$ cat src/rtl/ws281x_bit_encoder_if.sv
// Byte stream into the WS281x encoder.
// A byte moves on every rising clock edge where vld and rdy are both high; the source holds
// data stable while vld is high, and rdy never depends on vld.
interface ws281x_bit_encoder_if;
  logic [7:0] data;
  logic       vld;
  logic       rdy;

  modport master (output data, output vld, input rdy);
  modport slave  (input data, input vld, output rdy);
endinterface

$ cat src/rtl/ws281x_bit_encoder.sv
// Single-channel WS281x NRZ serialiser: one-byte prefetch buffer, per-bit high/low phase timer,
// frame-frozen timing and a trailing latch gap.
module ws281x_bit_encoder #(
  parameter int RST_CYCLES    = 4000,
  parameter int BYTES_PER_LED = 3
) (
  input  logic                 clk_i,
  input  logic                 rst_n_i,
  input  logic                 frame_start_i,
  input  logic [7:0]           reg_t0h_time_i,
  input  logic [7:0]           reg_t0l_time_i,
  input  logic [7:0]           reg_t1h_time_i,
  input  logic [7:0]           reg_t1l_time_i,
  input  logic [7:0]           reg_chan_len_i,
  ws281x_bit_encoder_if.slave  data_if,
  output logic                 bit_o,
  output logic                 busy_o,
  output logic                 done_o,
  output logic [2:0]           fsm_state_o
);

  typedef enum logic [2:0] {
    S_IDLE  = 3'd0,
    S_FETCH = 3'd1,
    S_HIGH  = 3'd2,
    S_LOW   = 3'd3,
    S_LATCH = 3'd4
  } state_t;

  state_t      state_q, state_d;
  logic        bit_q;

  logic [7:0]  t0h_q, t0l_q, t1h_q, t1l_q;
  logic [9:0]  total_q;
  logic [9:0]  fetched_q;
  logic [9:0]  loaded_q;
  logic        buf_full_q;
  logic [7:0]  buf_q;
  logic [7:0]  shift_q;
  logic [2:0]  bit_cnt_q;
  logic [7:0]  phase_q;
  logic [15:0] latch_q;

  logic        more;
  logic        phase_done;
  logic        hs;
  logic        rdy;
  logic        load_shift;
  logic        shift_next;
  logic        enter_low;
  logic        enter_latch;
  logic        start_frame;

  assign more        = (loaded_q != total_q);
  assign phase_done  = (phase_q == 8'd0);
  assign hs          = data_if.vld & rdy;
  assign start_frame = (state_q == S_IDLE) & frame_start_i;

  // An empty frame still passes through FETCH for one cycle before the latch gap.
  always_comb begin
    state_d = state_q;
    unique case (state_q)
      S_IDLE:  if (frame_start_i) state_d = S_FETCH;
      S_FETCH: begin
        if (!more)           state_d = S_LATCH;
        else if (buf_full_q) state_d = S_HIGH;
      end
      S_HIGH:  if (phase_done) state_d = S_LOW;
      S_LOW: begin
        if (phase_done) begin
          if (bit_cnt_q != 3'd0) state_d = S_HIGH;
          else if (!more)        state_d = S_LATCH;
          else if (buf_full_q)   state_d = S_HIGH;
          else                   state_d = S_FETCH;
        end
      end
      S_LATCH: if (latch_q == 16'd0) state_d = S_IDLE;
      default: state_d = S_IDLE;
    endcase
  end

  always_comb begin
    load_shift  = 1'b0;
    shift_next  = 1'b0;
    enter_low   = 1'b0;
    enter_latch = 1'b0;
    if (state_q == S_FETCH && more && buf_full_q) load_shift = 1'b1;
    if (state_q == S_LOW && phase_done) begin
      if (bit_cnt_q != 3'd0)        shift_next = 1'b1;
      else if (more && buf_full_q)  load_shift = 1'b1;
    end
    if (state_q == S_HIGH && phase_done) enter_low = 1'b1;
    if (state_d == S_LATCH && state_q != S_LATCH) enter_latch = 1'b1;
  end

  // bit_q follows the next state so the pin is registered yet aligned with HIGH.
  always_ff @(posedge clk_i or negedge rst_n_i) begin
    if (!rst_n_i) begin
      state_q <= S_IDLE;
      bit_q   <= 1'b0;
    end else begin
      state_q <= state_d;
      bit_q   <= (state_d == S_HIGH);
    end
  end

  always_ff @(posedge clk_i or negedge rst_n_i) begin
    if (!rst_n_i) begin
      t0h_q      <= 8'd0;
      t0l_q      <= 8'd0;
      t1h_q      <= 8'd0;
      t1l_q      <= 8'd0;
      total_q    <= 10'd0;
      fetched_q  <= 10'd0;
      loaded_q   <= 10'd0;
      buf_full_q <= 1'b0;
      buf_q      <= 8'd0;
      shift_q    <= 8'd0;
      bit_cnt_q  <= 3'd0;
      phase_q    <= 8'd0;
      latch_q    <= 16'd0;
    end else begin
      if (start_frame) begin
        t0h_q      <= reg_t0h_time_i;
        t0l_q      <= reg_t0l_time_i;
        t1h_q      <= reg_t1h_time_i;
        t1l_q      <= reg_t1l_time_i;
        total_q    <= 10'(reg_chan_len_i) * 10'(BYTES_PER_LED);
        fetched_q  <= 10'd0;
        loaded_q   <= 10'd0;
        buf_full_q <= 1'b0;
      end

      // rdy is low whenever the buffer is full, so a handshake never meets a load.
      if (hs) begin
        buf_q      <= data_if.data;
        buf_full_q <= 1'b1;
        fetched_q  <= fetched_q + 10'd1;
      end

      if (load_shift) begin
        shift_q    <= buf_q;
        bit_cnt_q  <= 3'd7;
        buf_full_q <= 1'b0;
        loaded_q   <= loaded_q + 10'd1;
        phase_q    <= buf_q[7] ? t1h_q : t0h_q;
      end else if (shift_next) begin
        shift_q    <= shift_q << 1;
        bit_cnt_q  <= bit_cnt_q - 3'd1;
        phase_q    <= shift_q[6] ? t1h_q : t0h_q;
      end else if (enter_low) begin
        phase_q    <= shift_q[7] ? t1l_q : t0l_q;
      end else if ((state_q == S_HIGH || state_q == S_LOW) && !phase_done) begin
        phase_q    <= phase_q - 8'd1;
      end

      if (enter_latch)
        latch_q <= 16'(RST_CYCLES - 1);
      else if (state_q == S_LATCH && latch_q != 16'd0)
        latch_q <= latch_q - 16'd1;
    end
  end

  always_comb begin
    busy_o      = (state_q != S_IDLE);
    done_o      = (state_q == S_LATCH) && (latch_q == 16'd0);
    rdy         = (state_q != S_IDLE) && !buf_full_q && (fetched_q < total_q);
    data_if.rdy = rdy;
    bit_o       = bit_q;
    fsm_state_o = state_q;
  end

endmodule

$ cat src/flat_wrapper.sv
// flat-port wrapper written by rule: the top's interface ports become plain ports
module ws281x_bit_encoder_flat 
#(
  parameter int RST_CYCLES    = 4000,
  parameter int BYTES_PER_LED = 3
)
  (clk_i, rst_n_i, frame_start_i, reg_t0h_time_i, reg_t0l_time_i, reg_t1h_time_i, reg_t1l_time_i, reg_chan_len_i, bit_o, busy_o, done_o, fsm_state_o, data_if_data, data_if_vld, data_if_rdy);
  ws281x_bit_encoder_if data_if_i ();
  input  logic clk_i;
  input  logic rst_n_i;
  input  logic frame_start_i;
  input  logic [7:0] reg_t0h_time_i;
  input  logic [7:0] reg_t0l_time_i;
  input  logic [7:0] reg_t1h_time_i;
  input  logic [7:0] reg_t1l_time_i;
  input  logic [7:0] reg_chan_len_i;
  output logic bit_o;
  output logic busy_o;
  output logic done_o;
  output logic [2:0] fsm_state_o;
  input wire logic [$bits(data_if_i.data)-1:0] data_if_data;
  input wire logic [$bits(data_if_i.vld)-1:0] data_if_vld;
  output wire logic [$bits(data_if_i.rdy)-1:0] data_if_rdy;
  assign data_if_i.data = data_if_data;
  assign data_if_i.vld = data_if_vld;
  assign data_if_rdy = data_if_i.rdy;
  ws281x_bit_encoder #(.RST_CYCLES(RST_CYCLES), .BYTES_PER_LED(BYTES_PER_LED)) u_core (.clk_i(clk_i), .rst_n_i(rst_n_i), .frame_start_i(frame_start_i), .reg_t0h_time_i(reg_t0h_time_i), .reg_t0l_time_i(reg_t0l_time_i), .reg_t1h_time_i(reg_t1h_time_i), .reg_t1l_time_i(reg_t1l_time_i), .reg_chan_len_i(reg_chan_len_i), .data_if(data_if_i), .bit_o(bit_o), .busy_o(busy_o), .done_o(done_o), .fsm_state_o(fsm_state_o));
endmodule
$ cat config.mk
export PLATFORM = sky130hd
export DESIGN_NAME = ws281x_bit_encoder_flat
export DESIGN_NICKNAME = d
export VERILOG_FILES = /design/src/rtl/ws281x_bit_encoder_if.sv /design/src/rtl/ws281x_bit_encoder.sv /design/src/flat_wrapper.sv
export SDC_FILE = /design/constraint.sdc
export NUM_CORES = 1
export LEC_CHECK = 0
export CORE_MARGIN = 10
export CORE_UTILIZATION = 35
export CTS_BUF_LIST = sky130_fd_sc_hd__clkbuf_4
export DETAILED_ROUTE_END_ITERATION = 6
export SYNTH_ARGS = -nofsm -noshare
export SYNTH_HDL_FRONTEND = slang
export SYNTH_SLANG_ARGS = --single-unit
$ cat constraint.sdc
create_clock -name clk_i -period 4.2 [get_ports clk_i]
set_clock_uncertainty 0.2 [all_clocks]
set_input_delay 0.63 -clock clk_i [delete_from_list [all_inputs] [get_ports clk_i]]
set_output_delay 0.63 -clock clk_i [all_outputs]
set_load 0.005 [all_outputs]
==> impl_metrics.tcl <==
set metrics [dict create \
    initial_core_util_pct 35.5 \
    grtUsageMet1_pct 15.8 \
    cp.required_ps 3370 \
    yosysWarnings 0 \
    htree_num_levels 3 \
    syn_inst 638 \
    wl_microns 13700 \
    io_buffers 58 \
    postPlaceCellArea_sq_mm 0.00692 \
    synth_edf_count 0 \
    r2r_start "u_core.phase_q[3]$_DFFE_PN0P_" \
    vias 4626 \
    dieWidth_microns 152 \
    path_delay_family "simple AND/OR/NAND/NOR gates" \
    grt_start_max_net_pins 67 \
    period_needed_ps 3840 \
    numCtsBuffers 9 \
    peakVddDrop_mv 0.219 \
    synth_ff_type "dfrtp_1" \
    yosysMostFrequentCell "nand2_1" \
    netlist_top_cells_count "nand2_1, dfrtp_1, inv_1, mux2_2, o21ai_0" \
    cp_max_fo 11 \
    clkTransAtPathRegs_ps 150 \
    cts_tree "built" \
    max_slew_margin_pct 35.1 \
    clock_sinks 110 \
    avgRoutedWirePerCell_microns 14.9 \
    met2_usage_pct 19.0 \
    clockRootBuffer "clkbuf_4" \
    dpl.cell_count 903 \
    clockBufferDepth 2 \
    grt.overflow.total 0 \
    track_usage_pct 12.0 \
    die-area_sq_mm 0.0231 \
    avgSynthCellArea_sq_um 9.57 \
    clock_latency_ps 510 \
    leakagePower_nw 3.35 \
    power_density_mw_per_mm2 491 \
    post-cts-setup-buffers 0 \
    yosys.area.top_type_share_pct 45.1 \
    synth.area.top_cells "dfrtp_1, nand2_1, ha_1" \
    hold_violations 0 \
    final_antenna_net_count 0 \
    path_depth 5 \
    status "completed" \
    crit_chain "or4_4 -> or4_4 -> or2_1 -> nor2b_1 -> clkdlybuf4s50_1" \
    finalMaxSlewViolations 0 \
    cp.arrival_ps 3010 \
    place_congestion 0.795 \
    hold_path.class "in -> async" \
    synth_cell_types 61 \
    stdcell_area_sq_mm 0.00708 \
    synth_seq_area_share_pct 45.1 \
    fp-row-count 48 \
    pwr-share-comb_pct 31.3 \
    worstMarginPinSlew_ps 973 \
    core_sq_mm 0.0172 \
    dr.first_iter.drc_count 264 \
    crit_buf_inv 1 \
    grt_pass1_vias 4693 \
    top_usage_layer "met2" \
    worst-r2r-setup-slack_ps 1290 \
    fin_util_pct 41.2 \
    synthArstFlopShare_pct 100 \
    p_total_mw 3.47 \
    syn2layout_area_growth_pct 16.0 \
    drt-pass1-iter-count 4 \
    via_per_inst 5.02 \
    io_pins 59 \
    crit_end "done_o" \
    power_frac_seq_pct 51.6 \
    nets 766 \
    antenna_found_initial 2 \
    drc 0 \
    drive_above_1_share_pct 9.80 \
    yosysTopAreaCell "dfrtp_1" \
    r2r-end "u_core.loaded_q[6]$_DFFE_PN0P_" \
    critPathLaunchType "flop" \
    ys_ff_latch 110 \
    ctsHoldBuffers 0 \
    syn-num-nets 715 \
    met3_usage_pct 3.02 \
    cp_slowest_cell "or4_4" \
    critPathKind "reg -> out" \
    worst_r2r_path_depth 7 \
    finalSetupTns_ps 0 \
    internal_power_mw 2.25 \
    max_stage_delay_ps 580 \
    grt_pass1_wl_microns 23500 \
    cap_viol_max_count 0 \
    sw_frac_of_total_pct 35.3 \
    stdcell_count 921 \
    max_freq_mhz 260 \
    crit_top_cell "or4_4" \
    setup_viol 0 \
    die_height_microns 152 \
    p_sw_mw 1.23 \
    netlist_area_sq_mm 0.00610 \
    cp-end-kind "output port" \
    ctsResizeCount 0 \
    rsz0062_at_grt "no" \
    clkPwrFrac_pct 17.1 \
    dpl.hpwl_microns 10000 \
    crit_path_start "u_core.latch_q[3]$_DFFE_PN0P_" \
    fin_crit_sh_pct 91.4 \
]
[area by class of cell]
type	count	area, sq um
Timing Repair Buffer	68	653
Inverter	28	105
Sequential cell	110	2750
Clock inverter	7	88.8
Antenna cell	2	5.00
Tap cell	225	282
Clock buffer	9	67.6
Fill cell	1751	10100
Multi-Input combinational cell	472	3120
[sequential cells by signal, summed over array words and instances (netlist names), 8 cells and up]
name,count
u_core.total_q,10
u_core.t1h_q,8
u_core.t0h_q,8
u_core.shift_q,8
u_core.latch_q,16
u_core.phase_q,8
u_core.buf_q,8
u_core.t1l_q,8
u_core.loaded_q,10
u_core.t0l_q,8
u_core.fetched_q,10
[cell usage in the layout, fill, tap and decap left out, types with 3 or more instances in the layout]
cell and instances:
nand3_1 17, a31oi_1 5, a211o_1 4, nand2_1 149
ha_1 24, o211ai_1 6, clkbuf_4 9, nor2b_1 13
mux2i_1 24, nor3b_1 4, and3_1 10, nand2b_1 5
nor3_2 3, o21ai_0 25, clkdlybuf4s50_1 57, a22o_1 11
nor3_1 8, inv_1 28, xor2_1 13, nor2_1 23
dfrtp_1 110, o22a_1 4, buf_4 11, nand4_1 5
or4_4 3, mux2_2 25, a211oi_1 6, nor4_1 3
a21o_1 13, xnor2_1 22, a21oi_1 17
[logic make-up (layout without fill, tap and decap cells)]
logic type | Yosys count | count (layout) | synth area share, %
adders and majority gates | 25 | 25 | 5.25
DFF | 110 | 110 | 45.1
AOI/OAI and AO/OA | 107 | 107 | 12.5
xor gates and xnor gates | 35 | 35 | 5.02
other | 0 | 2 | 0
and+or+nand+nor | 256 | 256 | 19.8
buffers and inverters | 56 | 112 | 3.73
muxes | 49 | 49 | 8.55
[through the flow]
step	hold slack, ps	setup slack (ps)
2_1_floorplan	134	1430
3_3_place_gp	259	931
3_5_place_dp	259	905
4_1_cts	21.5	319
5_1_grt	31.1	210
6_report	10.8	360
[power by group through the flow]
stage | combinational, mW | sequential [mW] | clock (mW)
finish | 1.09 | 1.79 | 0.595
global route | 1.24 | 1.85 | 0.659
CTS | 1.10 | 1.79 | 0.618
detailed placement | 1.09 | 1.81 | 0
global placement | 1.05 | 1.80 | 0
floorplan | 0.887 | 1.66 | 0
[per-layer routing]
layer  share of wire (%)  routed length [microns]
met2                  46                     6300
met4                 1.2                      169
met5                   0                        0
met1                  49                     6730
met3                 3.6                      495
[worst min path at each step]
stage / cells past startpoint / to / slack [ps] / from
after global placement: 1 / u_core.shift_q[2]$_DFFE_PN0P_ / 260 / u_core.shift_q[2]$_DFFE_PN0P_
after CTS: 1 / u_core.t1h_q[0]$_DFFE_PN0P_ / 20 / rst_n_i
after global routing: 1 / u_core.t0l_q[3]$_DFFE_PN0P_ / 30 / rst_n_i
final: 1 / u_core.t0l_q[7]$_DFFE_PN0P_ / 10 / rst_n_i
after floorplan: 0 / u_core.bit_cnt_q[0]$_DFFE_PN0P_ / 130 / rst_n_i
after detailed placement: 2 / u_core.t0l_q[5]$_DFFE_PN0P_ / 260 / u_core.t0l_q[5]$_DFFE_PN0P_
(Power assumes the default switching activity.)
